## config.mk

```make
export PLATFORM = sky130hd
export DESIGN_NAME = rx_module
export DESIGN_NICKNAME = d
export VERILOG_FILES = /design/src/rtl/rx_module.sv
export SDC_FILE = /design/constraint.sdc
export NUM_CORES = 1
export LEC_CHECK = 0
export ABC_AREA = 1
export CAP_MARGIN = 0
export CORE_MARGIN = 5
export CORE_UTILIZATION = 62
export DETAILED_ROUTE_END_ITERATION = 8
export MAX_ROUTING_LAYER = met4
export PLACE_DENSITY = 0.81
export SETUP_SLACK_MARGIN = 0.5
export SYNTH_ARGS = -nofsm -noshare
export SYNTH_HDL_FRONTEND = slang
export SYNTH_SLANG_ARGS = --single-unit
```

## constraint.sdc

```tcl
create_clock -name clk -period 2.75 [get_ports clk]
set_input_delay 0.825 -clock clk [delete_from_list [all_inputs] [get_ports clk]]
set_output_delay 0.825 -clock clk [all_outputs]
set_load 0.005 [all_outputs]
```

## src/rtl/rx_module.sv

```systemverilog
// rx_module: UART receive path (8N1) with an internal receive FIFO.
// The rx pin is brought into the clk domain by a 2-flop synchroniser.
// Each frame is sampled at mid-bit, and good bytes are pushed into a
// circular FIFO that the host drains with rd_req/q.
// Optional build macro RX_PARITY_EN: frames become 8E1 and a parity_err
// pulse output is added. Bytes with bad parity are discarded.
module rx_module #(
    parameter int CLKS_PER_BIT = 434,
    parameter int FIFO_DEPTH   = 16
) (
    input  logic       clk,
    input  logic       rst,
    input  logic       rx,
    input  logic       rd_req,
    output logic [7:0] q,
    output logic       fifo_empty,
    output logic       fifo_full,
    output logic       rx_busy,
    output logic       frame_err,
    output logic       overrun
`ifdef RX_PARITY_EN
    ,
    output logic       parity_err
`endif
);

    localparam int CW = $clog2(CLKS_PER_BIT);
    localparam int AW = $clog2(FIFO_DEPTH);
    localparam int PW = AW + 1;
    localparam logic [CW-1:0] HALF = CW'((CLKS_PER_BIT - 1) / 2);
    localparam logic [CW-1:0] LAST = CW'(CLKS_PER_BIT - 1);

    // One-hot frame states. ST_PARITY is only entered in the 8E1 build.
    typedef enum logic [5:0] {
        ST_IDLE   = 6'b000001,
        ST_START  = 6'b000010,
        ST_DATA   = 6'b000100,
        ST_PARITY = 6'b001000,
        ST_STOP   = 6'b010000,
        ST_BREAK  = 6'b100000
    } state_t;

    logic          rx_meta, rx_s;
    state_t        state, state_n;
    logic [CW-1:0] cnt, cnt_n;
    logic [2:0]    idx, idx_n;
    logic [7:0]    shreg, shreg_n;
    logic          push_req, ferr_n;
`ifdef RX_PARITY_EN
    logic          par, par_n, perr_n;
`endif

    logic [7:0]    mem [FIFO_DEPTH];
    logic [PW-1:0] wr_ptr, rd_ptr, wr_n, rd_n;
    logic          do_push, do_pop, ovr_set;

    // Two-flop synchroniser. It resets to the idle-high line level.
    always_ff @(posedge clk) begin
        if (rst) begin
            rx_meta <= 1'b1;
            rx_s    <= 1'b1;
        end else begin
            rx_meta <= rx;
            rx_s    <= rx_meta;
        end
    end

    // Frame FSM registers: state, bit timer, bit index and shift register.
    always_ff @(posedge clk) begin
        if (rst) begin
            state     <= ST_IDLE;
            cnt       <= '0;
            idx       <= '0;
            shreg     <= '0;
            frame_err <= 1'b0;
`ifdef RX_PARITY_EN
            par        <= 1'b0;
            parity_err <= 1'b0;
`endif
        end else begin
            state     <= state_n;
            cnt       <= cnt_n;
            idx       <= idx_n;
            shreg     <= shreg_n;
            frame_err <= ferr_n;
`ifdef RX_PARITY_EN
            par        <= par_n;
            parity_err <= perr_n;
`endif
        end
    end

    // Next-state logic. The timer free-runs in each bit state and is
    // cleared whenever a sample is taken.
    always_comb begin
        state_n  = state;
        cnt_n    = cnt + CW'(1);
        idx_n    = idx;
        shreg_n  = shreg;
        push_req = 1'b0;
        ferr_n   = 1'b0;
`ifdef RX_PARITY_EN
        par_n  = par;
        perr_n = 1'b0;
`endif
        case (state)
            ST_IDLE: begin
                cnt_n = '0;
                if (!rx_s) state_n = ST_START;
            end
            ST_START: begin
                if (cnt == HALF) begin
                    cnt_n = '0;
                    idx_n = '0;
                    // A high start-bit sample is a false start (glitch).
                    state_n = rx_s ? ST_IDLE : ST_DATA;
                end
            end
            ST_DATA: begin
                if (cnt == LAST) begin
                    cnt_n          = '0;
                    shreg_n[idx]   = rx_s;
                    idx_n          = idx + 3'd1;
                    if (idx == 3'd7) begin
`ifdef RX_PARITY_EN
                        state_n = ST_PARITY;
`else
                        state_n = ST_STOP;
`endif
                    end
                end
            end
`ifdef RX_PARITY_EN
            ST_PARITY: begin
                if (cnt == LAST) begin
                    cnt_n   = '0;
                    par_n   = rx_s;
                    state_n = ST_STOP;
                end
            end
`endif
            ST_STOP: begin
                if (cnt == LAST) begin
                    cnt_n = '0;
                    if (rx_s) begin
                        state_n = ST_IDLE;
`ifdef RX_PARITY_EN
                        // Even parity: data plus parity bit must XOR to 0.
                        if (^{shreg, par}) perr_n = 1'b1;
                        else               push_req = 1'b1;
`else
                        push_req = 1'b1;
`endif
                    end else begin
                        // Stop-bit error wins over any parity error.
                        ferr_n  = 1'b1;
                        state_n = ST_BREAK;
                    end
                end
            end
            ST_BREAK: begin
                // Hold here until the line idles so a held-low line
                // cannot produce a stream of bogus frames.
                cnt_n = '0;
                if (rx_s) state_n = ST_IDLE;
            end
            default: begin
                cnt_n   = '0;
                state_n = ST_IDLE;
            end
        endcase
    end

    assign rx_busy = (state != ST_IDLE);

    // FIFO control. A pop in the same cycle frees a slot for a push
    // arriving while full, so no overrun is flagged in that case.
    always_comb begin
        do_pop  = rd_req && !fifo_empty;
        do_push = push_req && (!fifo_full || do_pop);
        ovr_set = push_req && fifo_full && !do_pop;
        wr_n    = wr_ptr + PW'(do_push);
        rd_n    = rd_ptr + PW'(do_pop);
    end

    // FIFO storage write port. Entries need no reset.
    always_ff @(posedge clk) begin
        if (do_push) mem[wr_ptr[AW-1:0]] <= shreg;
    end

    // FIFO pointers, registered full/empty flags, read data and sticky overrun.
    always_ff @(posedge clk) begin
        if (rst) begin
            wr_ptr     <= '0;
            rd_ptr     <= '0;
            fifo_empty <= 1'b1;
            fifo_full  <= 1'b0;
            q          <= '0;
            overrun    <= 1'b0;
        end else begin
            wr_ptr     <= wr_n;
            rd_ptr     <= rd_n;
            fifo_empty <= (wr_n == rd_n);
            fifo_full  <= (wr_n[AW] != rd_n[AW]) && (wr_n[AW-1:0] == rd_n[AW-1:0]);
            if (do_pop)  q <= mem[rd_ptr[AW-1:0]];
            if (ovr_set) overrun <= 1'b1;
        end
    end

endmodule

```

== Yosys cells after proc, flatten, opt, wreduce, memory -nomap -nowiden ==
Memories as Yosys holds them, arrays and structs flattened. A register that Yosys moved wholly into a read port is not among the register bits.
Cells that the tools add are included.
Storage, ports and cells
  bits of input ports: 4
  memories kept: 1
  bits in writable memories: 128
  word-level logic and storage cells: 79
  register bits after elaboration: 42
Memories
  mem: depth 16, bits a word 8, rd ports 1, clocked after Yosys merged registers in 1, write ports 1, RTL line 53  | logic [7:0] mem [FIFO_DEPTH];
Operators by class
  bitwise gates (word level): 2
  equality and inequality tests: 18
  reduce and logical (&&, ||, !) cells: 16
  add/sub/neg operators: 4
  muxes and demuxes: 24
  order comparisons: 2
Operators with widths (number)
  $mux 6: 7
  $pmux 6 s5: 1
  $mux 9: 2
  $pmux 9 s2: 1
  $ne 2x2->1 const B: 6
  $add 5x1->5: 2
  $add 9x1->9 const B: 1
  $eq 9x8->1 const B: 1
  $eq 9x9->1 const B: 1
  $mux 3: 3
  $bwmux 8: 1
  $mux 1: 7
  $eq 6x1->1 const B: 1
  $eq 6x2->1 const B: 1
  $eq 6x3->1 const B: 1
  $eq 6x5->1 const B: 1
  $eq 6x6->1 const B: 1
  $logic_and 1x1->1: 6
  $ne 6x1->1 const B: 1
  $pmux 3 s2: 1
  $reduce_and 6->1: 1
  $eq 5x5->1: 1
  $eq 4x4->1: 1
  $lt 3x4->1 const B: 1
  other kinds (13): 16

== Depth between registers and ports, before layout ==
Gate-level depths: netlist of the first run.
  depth in word-level cells: 7
  depth in mapped cells: 18
  depth with buffers taken out: 18

== Worst setup path after synthesis of the first run ==
No wires, ideal clock.
  path type: input port to flip-flop
  start point: input port rd_req
  end point: register fifo_full
  slack: 0.337 ns
  data arrival time: 2.296 ns
  stages: 10
  path through: inv_1 nor2_2 clkbuf_1 ha_1 ha_1 nand3_1 xor2_1 nor2_1 o22ai_1 nor2_1
On the way
  word-level cells in the longest chain between the ends: 6
  elaborated cells on any way between the ends: 8
  classes of those cells: add/sub: 2; eq/ne: 2; reduce/logical: 4
RTL lines
  start, declared: RTL line 14  | input logic rd_req,
  $logic_and 1x1->1 *: RTL line 179  | do_pop = rd_req && !fifo_empty;
  via do_pop: RTL line 55  | logic do_push, do_pop, ovr_set;
  $logic_or 1x1->1: RTL line 180  | do_push = push_req && (!fifo_full || do_pop);
  $logic_and 1x1->1: RTL line 180
  $add 5x1->5: RTL line 182  | wr_n = wr_ptr + PW'(do_push);
  $eq 4x4->1 / $ne 1x1->1 (equally long branches): RTL line 204  | fifo_full <= (wr_n[AW] != rd_n[AW]) && (wr_n[AW-1:0] == rd_n[AW-1:0]);
  $logic_and 1x1->1 *: RTL line 204
  end signal, assigned: RTL line 204
  end, declared: RTL line 17  | output logic fifo_full,
The timed path passes the listed nets; every way through them passes the cells marked *.
A chain may end at the register's enable or synchronous reset.

== Worst setup path after layout of the first run ==
  start point: register state[1]
  end point: register fifo_full
On the way
  word-level cells in the longest chain between the ends: 6
  elaborated cells on any way between the ends: 7
  classes of those cells: add/sub: 1; eq/ne: 3; mux: 1; reduce/logical: 2
RTL lines
  start, declared: RTL line 44  | state_t state, state_n;
  start signal, assigned: RTL line 81  | state <= state_n;
  $eq 6x5->1 *: RTL line 106  | case (state)
  $mux 1 *: RTL line 106
  $logic_and 1x1->1 *: RTL line 180
  $add 5x1->5 *: RTL line 182
  $eq 4x4->1 / $ne 1x1->1 (equally long branches): RTL line 204
  $logic_and 1x1->1 *: RTL line 204
Mark *: on every way between the ends. The rest lies on a longest branch, timed or not.

==> flow_metrics.tcl, run 1 <==
set metrics [dict create \
    status "complete, no violations" \
    final_nets 805 \
    clk_path_buf_depth 2 \
    switching_power_mw 1.297 \
    synth-seq-cells 177 \
    slew_violations 0 \
    areaGrowthSynthToFinish_pct 15.80 \
    rsz0062_at_grt "yes" \
    path_common_cell "nor2_4" \
    setup_tns_ps 0 \
    ys.warnings.count 0 \
    fp.coreArea_um2 11960 \
    die_h_um 120.4 \
    worst_hold_slack_ps 430.8 \
    synth_top_area_cell "edfxtp_1" \
    internal_power_mw 4.559 \
    power.share.clock 0.426 \
    clock-sinks 177 \
    tightest_slew_ps 759.6 \
    synth_cell_types 32 \
    grt_start_max_net_pins 65 \
    numCtsBuffers 17 \
    p_comb_frac 0.077 \
    synth_nets 770 \
    ioPinCount 17 \
    p_leak_nw 3.353 \
    critical_path.endpoint_type "register" \
    slew_headroom 0.4929 \
    cts_root_buf "clkbuf_16" \
    wl_mm 17.37 \
    cpLargestDelayFamily "simple AND/OR/NAND/NOR gates" \
    cts_tree "yes" \
    finalWorstSetupSlack_ps 512.1 \
    fmax_ghz 0.4469 \
    p_seq_frac 0.496 \
    clkTransAtPathRegs_ps 60 \
    crit_chain "nor2_4 -> nand2_2 -> nor2_4 -> nand2_2 -> nor2_4 -> nand2_4 -> inv_2 -> ha_4 -> nand3_4 -> xor2_4 -> inv_1 -> nand2_1 -> nand2_1 -> nor2_4 -> inv_2 -> nor2_1" \
    antenna_found_initial 0 \
    maxCapViolCount 0 \
    crit_type "reg -> reg" \
    diodes 0 \
    routed_via_density 5.962 \
    drt_pass1_iterations 5 \
    dp_hpwl_mm 10.35 \
    period_share 0.8138 \
    grt_util_all_layers 0.2551 \
    rows 40 \
    dieArea_um2 14500 \
    path_max_fanout 5 \
    power.density_nw_per_um2 668.8 \
    dp_cells 911 \
    grt_pass1_wl_mm 27.47 \
    final_cells 952 \
    start_util 0.6321 \
    path_buf_inv 3 \
    layout_min_cycle_time_ps 2238 \
    avgRoutedWirePerCell_um 18.24 \
    final_antenna_net_count 0 \
    h-tree-depth 4 \
    synth_cells 757 \
    crit_path_start_kind "register" \
    syn_area_per_cell_um2 9.988 \
    crit_slowest_cell "dfxtp_2" \
    chipWidth_um 120.4 \
    critPathArrivalTime_ps 2610 \
    skew_ps 10.38 \
    swShare 0.2215 \
    critPathRequiredTime_ps 3120 \
    slowest_delay_ps 350 \
    power_mw 5.856 \
    ys_top_cells_by_area "edfxtp_1 (51%), dfxtp_1 (13%), nand2_1 (10%)" \
    gp_congestion 0.8543 \
    first_global_vias 5356 \
    min_path_type "reg -> reg" \
    hold_viol_final 0 \
    setup_viol 0 \
    peakVddDrop_v 0.0004660 \
    yosysSeqAreaShare 0.6381 \
    drive_gt1_frac 0.1528 \
    netlist.area_leader.share 0.5084 \
    drc 0 \
    drt_iter0_drc 720 \
    grt_overflow 0 \
    portBuffers 16 \
    clk_latency_ps 430 \
    dp_slack_ps -72.66 \
    syn-cell-area_um2 7561 \
    num_vias 5676 \
]
cell usage after synthesis, drive strengths merged:
cell / instances
nand2: 222
edfxtp: 128
nand3: 118
nor2: 90
dfxtp: 49
inv: 47
buf: 21
a21oi: 17
clkbuf: 11
nand4: 10
ha: 9
o21ai: 9
xor2: 7
xnor2: 6
nor3: 4
o21bai: 2
or2: 2
a31oi: 1
clkinv: 1
nand3b: 1
o211ai: 1
o22ai: 1
timing repair:
item | in CTS | in global routing
endpoints found under the setup margin | 3 | 114
hold buffers | 0 | 0
setup buffers | 2 | 7
pin swaps | 4 | 7
gates resized for setup | 13 | 16
power groups by stage:
| stage | clock network, mW | logic [mW] | registers (mW) |
|---|---|---|---|
| after global routing | 2.63 | 0.499 | 2.91 |
| after floorplan | 0 | 0.326 | 2.94 |
| after detailed placement | 0 | 0.425 | 2.95 |
| final | 2.50 | 0.453 | 2.91 |
| after CTS | 2.50 | 0.436 | 2.91 |
| after global placement | 0 | 0.408 | 2.95 |
metrics by stage:
stage,area [µm²],utilization
final,8756,0.7320
after global routing,8756,0.7320
after CTS,8656,0.7236
after detailed placement,7976,0.6668
after global placement,7976,0.6668
after floorplan,7615,-
state kept, by name (all words and copies together) (netlist names):
name        cells
cnt             9
fifo_empty      1
fifo_full       1
frame_err       1
idx             3
mem           128
overrun         1
q               8
rd_ptr          5
rx_meta         1
rx_s            1
shreg           8
state           5
wr_ptr          5
layer usage:
| layer | wire length, µm | global-route usage | vias up |
|---|---|---|---|
| met1 | 6503 | 0.3176 | 2681 |
| li1 | - | - | 2601 |
| met5 | 0 | - | - |
| met3 | 1680 | 0.06174 | 71 |
| met4 | 673 | 0.1154 | 0 |
| met2 | 8510 | 0.3996 | 323 |
cell type report:
class | count | area, µm²
well taps | 147 | 183.9
inverters | 48 | 182.7
clock inverters | 11 | 161.4
repair buffers | 48 | 401.6
clock buffers | 21 | 450.4
fillers | 751 | 3206
multi-input cells | 500 | 2542
flip-flops and latches | 177 | 4833
layout by cell type (no fill, tap or decap), drive strengths merged, types with 2 or more instances in the layout:
master and instances:
xnor2 6, a21oi 17, xor2 7, clkbuf 21, nand3 118, nand2 222, o21ai 9, o21bai 2
clkdlybuf4s50 14, nand4 10, nor3 4, clkinv 5, buf 32, dfxtp 49, ha 9, or2 2
edfxtp 128, bufinv 4, inv 47, nor2 90, clkinvlp 3
cell families (layout without fill, tap and decap cells):
kind of cell | count (synthesis) | count (layout) | share of synthesized area
AOI/OAI and AO/OA | 31 | 31 | 0.02366
xor gates and xnor gates | 13 | 13 | 0.01506
adders and majority gates | 9 | 9 | 0.01489
buffers and inverters | 80 | 128 | 0.04402
DFF | 177 | 177 | 0.6381
and+or+nand+nor | 447 | 447 | 0.2643
final timing paths:
kind,from,endpoint,slack [ps],cells past startpoint
worst max-delay path,state[1],fifo_full,510,16
worst min-delay path,rx_meta,rx_s,430,1
worst max register to register,state[1],fifo_full,510,16
worst min register to register,rx_meta,rx_s,430,1
Note: power is estimated with default switching activity, not from simulation.
==> run 2: changes to the inputs <==
Settings changed: CORE_UTILIZATION 62 to 56, PLACE_DENSITY 0.81 to 0.77.
Clock period 2.75 ns to 1.95 ns, I/O delays scaled along.
==> flow_metrics.tcl, run 2 (synthesis gave the netlist of run 1 again) <==
set metrics [dict create \
    status "complete, but fails checks" \
    violations "negative setup slack" \
    crit_start "state[1]" \
    path_max_fanout 3 \
    grt_start_max_net_pins 33 \
    num_vias 5858 \
    power.share.clock 0.394 \
    cpLargestDelayFamily "simple AND/OR/NAND/NOR gates" \
    finalWorstSetupSlack_ps -129.1 \
    crit_type "reg -> reg" \
    use_met2 0.4059 \
    cts_root_buf "clkbuf_16" \
    rows 42 \
    worst_hold_slack_ps 428.4 \
    period_share 1.066 \
    slew_violations 0 \
    clk_latency_ps 440 \
    areaGrowthSynthToFinish_pct 29.51 \
    maxCapViolCount 0 \
    p_comb_frac 0.116 \
    critPathArrivalTime_ps 2410 \
    swShare 0.2418 \
    rsz0062_at_grt "yes" \
    final_antenna_net_count 0 \
    chipWidth_um 126.2 \
    layout_min_cycle_time_ps 2079 \
    crit_slowest_cell "dfxtp_4" \
    grt_util_all_layers 0.2401 \
    diodes 0 \
    dpl_cell_area_um2 8356 \
    ioPinCount 17 \
    path_buf_inv 1 \
    dp_hpwl_mm 11.26 \
    met1_usage 0.2813 \
    portBuffers 16 \
    peakVddDrop_v 0.0006066 \
    tightest_slew_ps 908.8 \
    cts_tree "yes" \
    dp_cells 967 \
    dp_slack_ps -585.0 \
    drt_pass1_iterations 5 \
    p_seq_frac 0.490 \
    h-tree-depth 4 \
    largest_reg_flops 128 \
    grtUsageMet3 0.05292 \
    first_global_vias 5731 \
    nFillCells 795 \
    path_common_cell "nor2_4" \
    critical_path.endpoint_type "register" \
    start_util 0.5710 \
    drive_gt1_frac 0.3149 \
    drc 0 \
    gp_congestion 0.8644 \
    numCtsBuffers 17 \
    power.density_nw_per_um2 850.8 \
    final_cells 1027 \
    clock-sinks 177 \
    slowest_delay_ps 360 \
    p_leak_nw 3.761 \
    drt_iter0_drc 799 \
    slew_headroom 0.3933 \
    final_common_cell "nand2_1" \
    clkTransAtPathRegs_ps 70 \
    finish.utilization 0.7394 \
    internal_power_mw 6.317 \
    switching_power_mw 2.014 \
    r2r_slack_ps -130 \
    top_usage_layer "met2" \
    crit_path_start_kind "register" \
    wl_mm 19.71 \
    grt_overflow 0 \
    fmax_ghz 0.4810 \
    crit_chain "nor2_4 -> nand2_2 -> nor2_4 -> nand2_2 -> nor2_4 -> nand2_4 -> inv_2 -> ha_4 -> ha_4 -> nand3_4 -> xor2_4 -> nor2_2 -> o22ai_1 -> nor2_1" \
    hold_viol_final 0 \
    final_nets 851 \
    antenna_found_initial 0 \
    mostFrequentLayoutCells "nand2_1 (193), edfxtp_1 (128), nand3_1 (101), nor2_1 (52), buf_4 (39)" \
    grt_pass1_wl_mm 28.75 \
    die_h_um 126.2 \
    routed_via_density 5.704 \
    fp.coreArea_um2 13240 \
    setup_viol 131 \
    holdCritStartpoint "rx_meta" \
    final_area_um2 9792 \
    clk_path_buf_depth 2 \
    min_path_type "reg -> reg" \
    dieArea_um2 15930 \
    critPathRequiredTime_ps 2280 \
    avgRoutedWirePerCell_um 19.19 \
    skew_ps 10.30 \
    r2r-start "state[1]" \
]
## run 2: cell count changes in the layout (fill, tap and decap cells not counted), sizes merged
| cell | before | now |
|---|---|---|
| buf | 32 | 87 |
| bufinv | 4 | 0 |
| clkbuf | 21 | 26 |
| clkdlybuf4s50 | 14 | 3 |
| clkinv | 5 | 7 |
| clkinvlp | 3 | 2 |
| dlygate4sd2 | 1 | 0 |
| dlymetal6s2s | 1 | 0 |
| nor2 | 90 | 91 |
| o211ai | 1 | 2 |
## run 2: power groups by stage
stage	Clock (mW)	Sequential [mW]	Combinational [mW]
2_1_floorplan	0	4.16	0.460
3_3_place_gp	0	4.15	0.646
5_1_grt	3.49	4.09	1.03
4_1_cts	3.30	4.08	0.716
3_5_place_dp	0	4.15	0.663
6_report	3.28	4.08	0.963
## run 2: worst reg2reg max path, cell delays in order, from the launching register on
cell and delay (ps):
dfxtp_4 360, nor2_4 140, nand2_2 90, nor2_4 130, nand2_2 90, nor2_4 150, nand2_4 70, inv_2 60
ha_4 140, ha_4 150, nand3_4 100, xor2_4 230, nor2_2 50, o22ai_1 150, nor2_1 60
## run 2: final cells by class
class                           count  area, µm²  share of cell area
Sequential cell                   177       4853              0.4957
Multi-Input combinational cell    502       2974              0.3037
Inverter                           48      210.2             0.02147
Clock buffer                       24      535.5             0.05469
Tap cell                          176      220.2             0.02249
Clock inverter                      8      47.55            0.004856
Timing Repair Buffer               92      950.9             0.09711
## run 2: through the flow
step                setup TNS, ps  power, mW
finish                      -8855      8.331
global route               -19000      8.600
floorplan                       0      4.616
CTS                        -755.2      8.097
detailed placement         -61130      4.815
global placement           -58150      4.796
## run 2: worst paths after layout
check | depth (start not counted) | endpoint
setup / recovery | 14 | fifo_full
hold / removal | 1 | rx_s
setup reg to reg | 14 | fifo_full
hold reg to reg | 1 | rx_s
## run 2: what timing repair did
item / 4_1_cts / 5_1_grt
setup buffers: 12 / 13
endpoints found under the hold margin: 0 / 0
gates cloned: 2 / 1
endpoints found under the setup margin: 186 / 183
pin swaps: 17 / 33
hold buffers: 0 / 0
resized for setup: 123 / 99
## run 2: routing by layer
layer | part of all wire | vias up
li1 | - | 2699
met3 | 0.072 | 64
met4 | 0.029 | 0
met1 | 0.38 | 2808
met5 | 0 | -
met2 | 0.52 | 287
==> run 3: changes to the inputs <==
Settings changed: SLEW_MARGIN set to 5.
==> results of run 3 <==
Same layout as run 2: the final DEF is identical, and so are final timing and power.
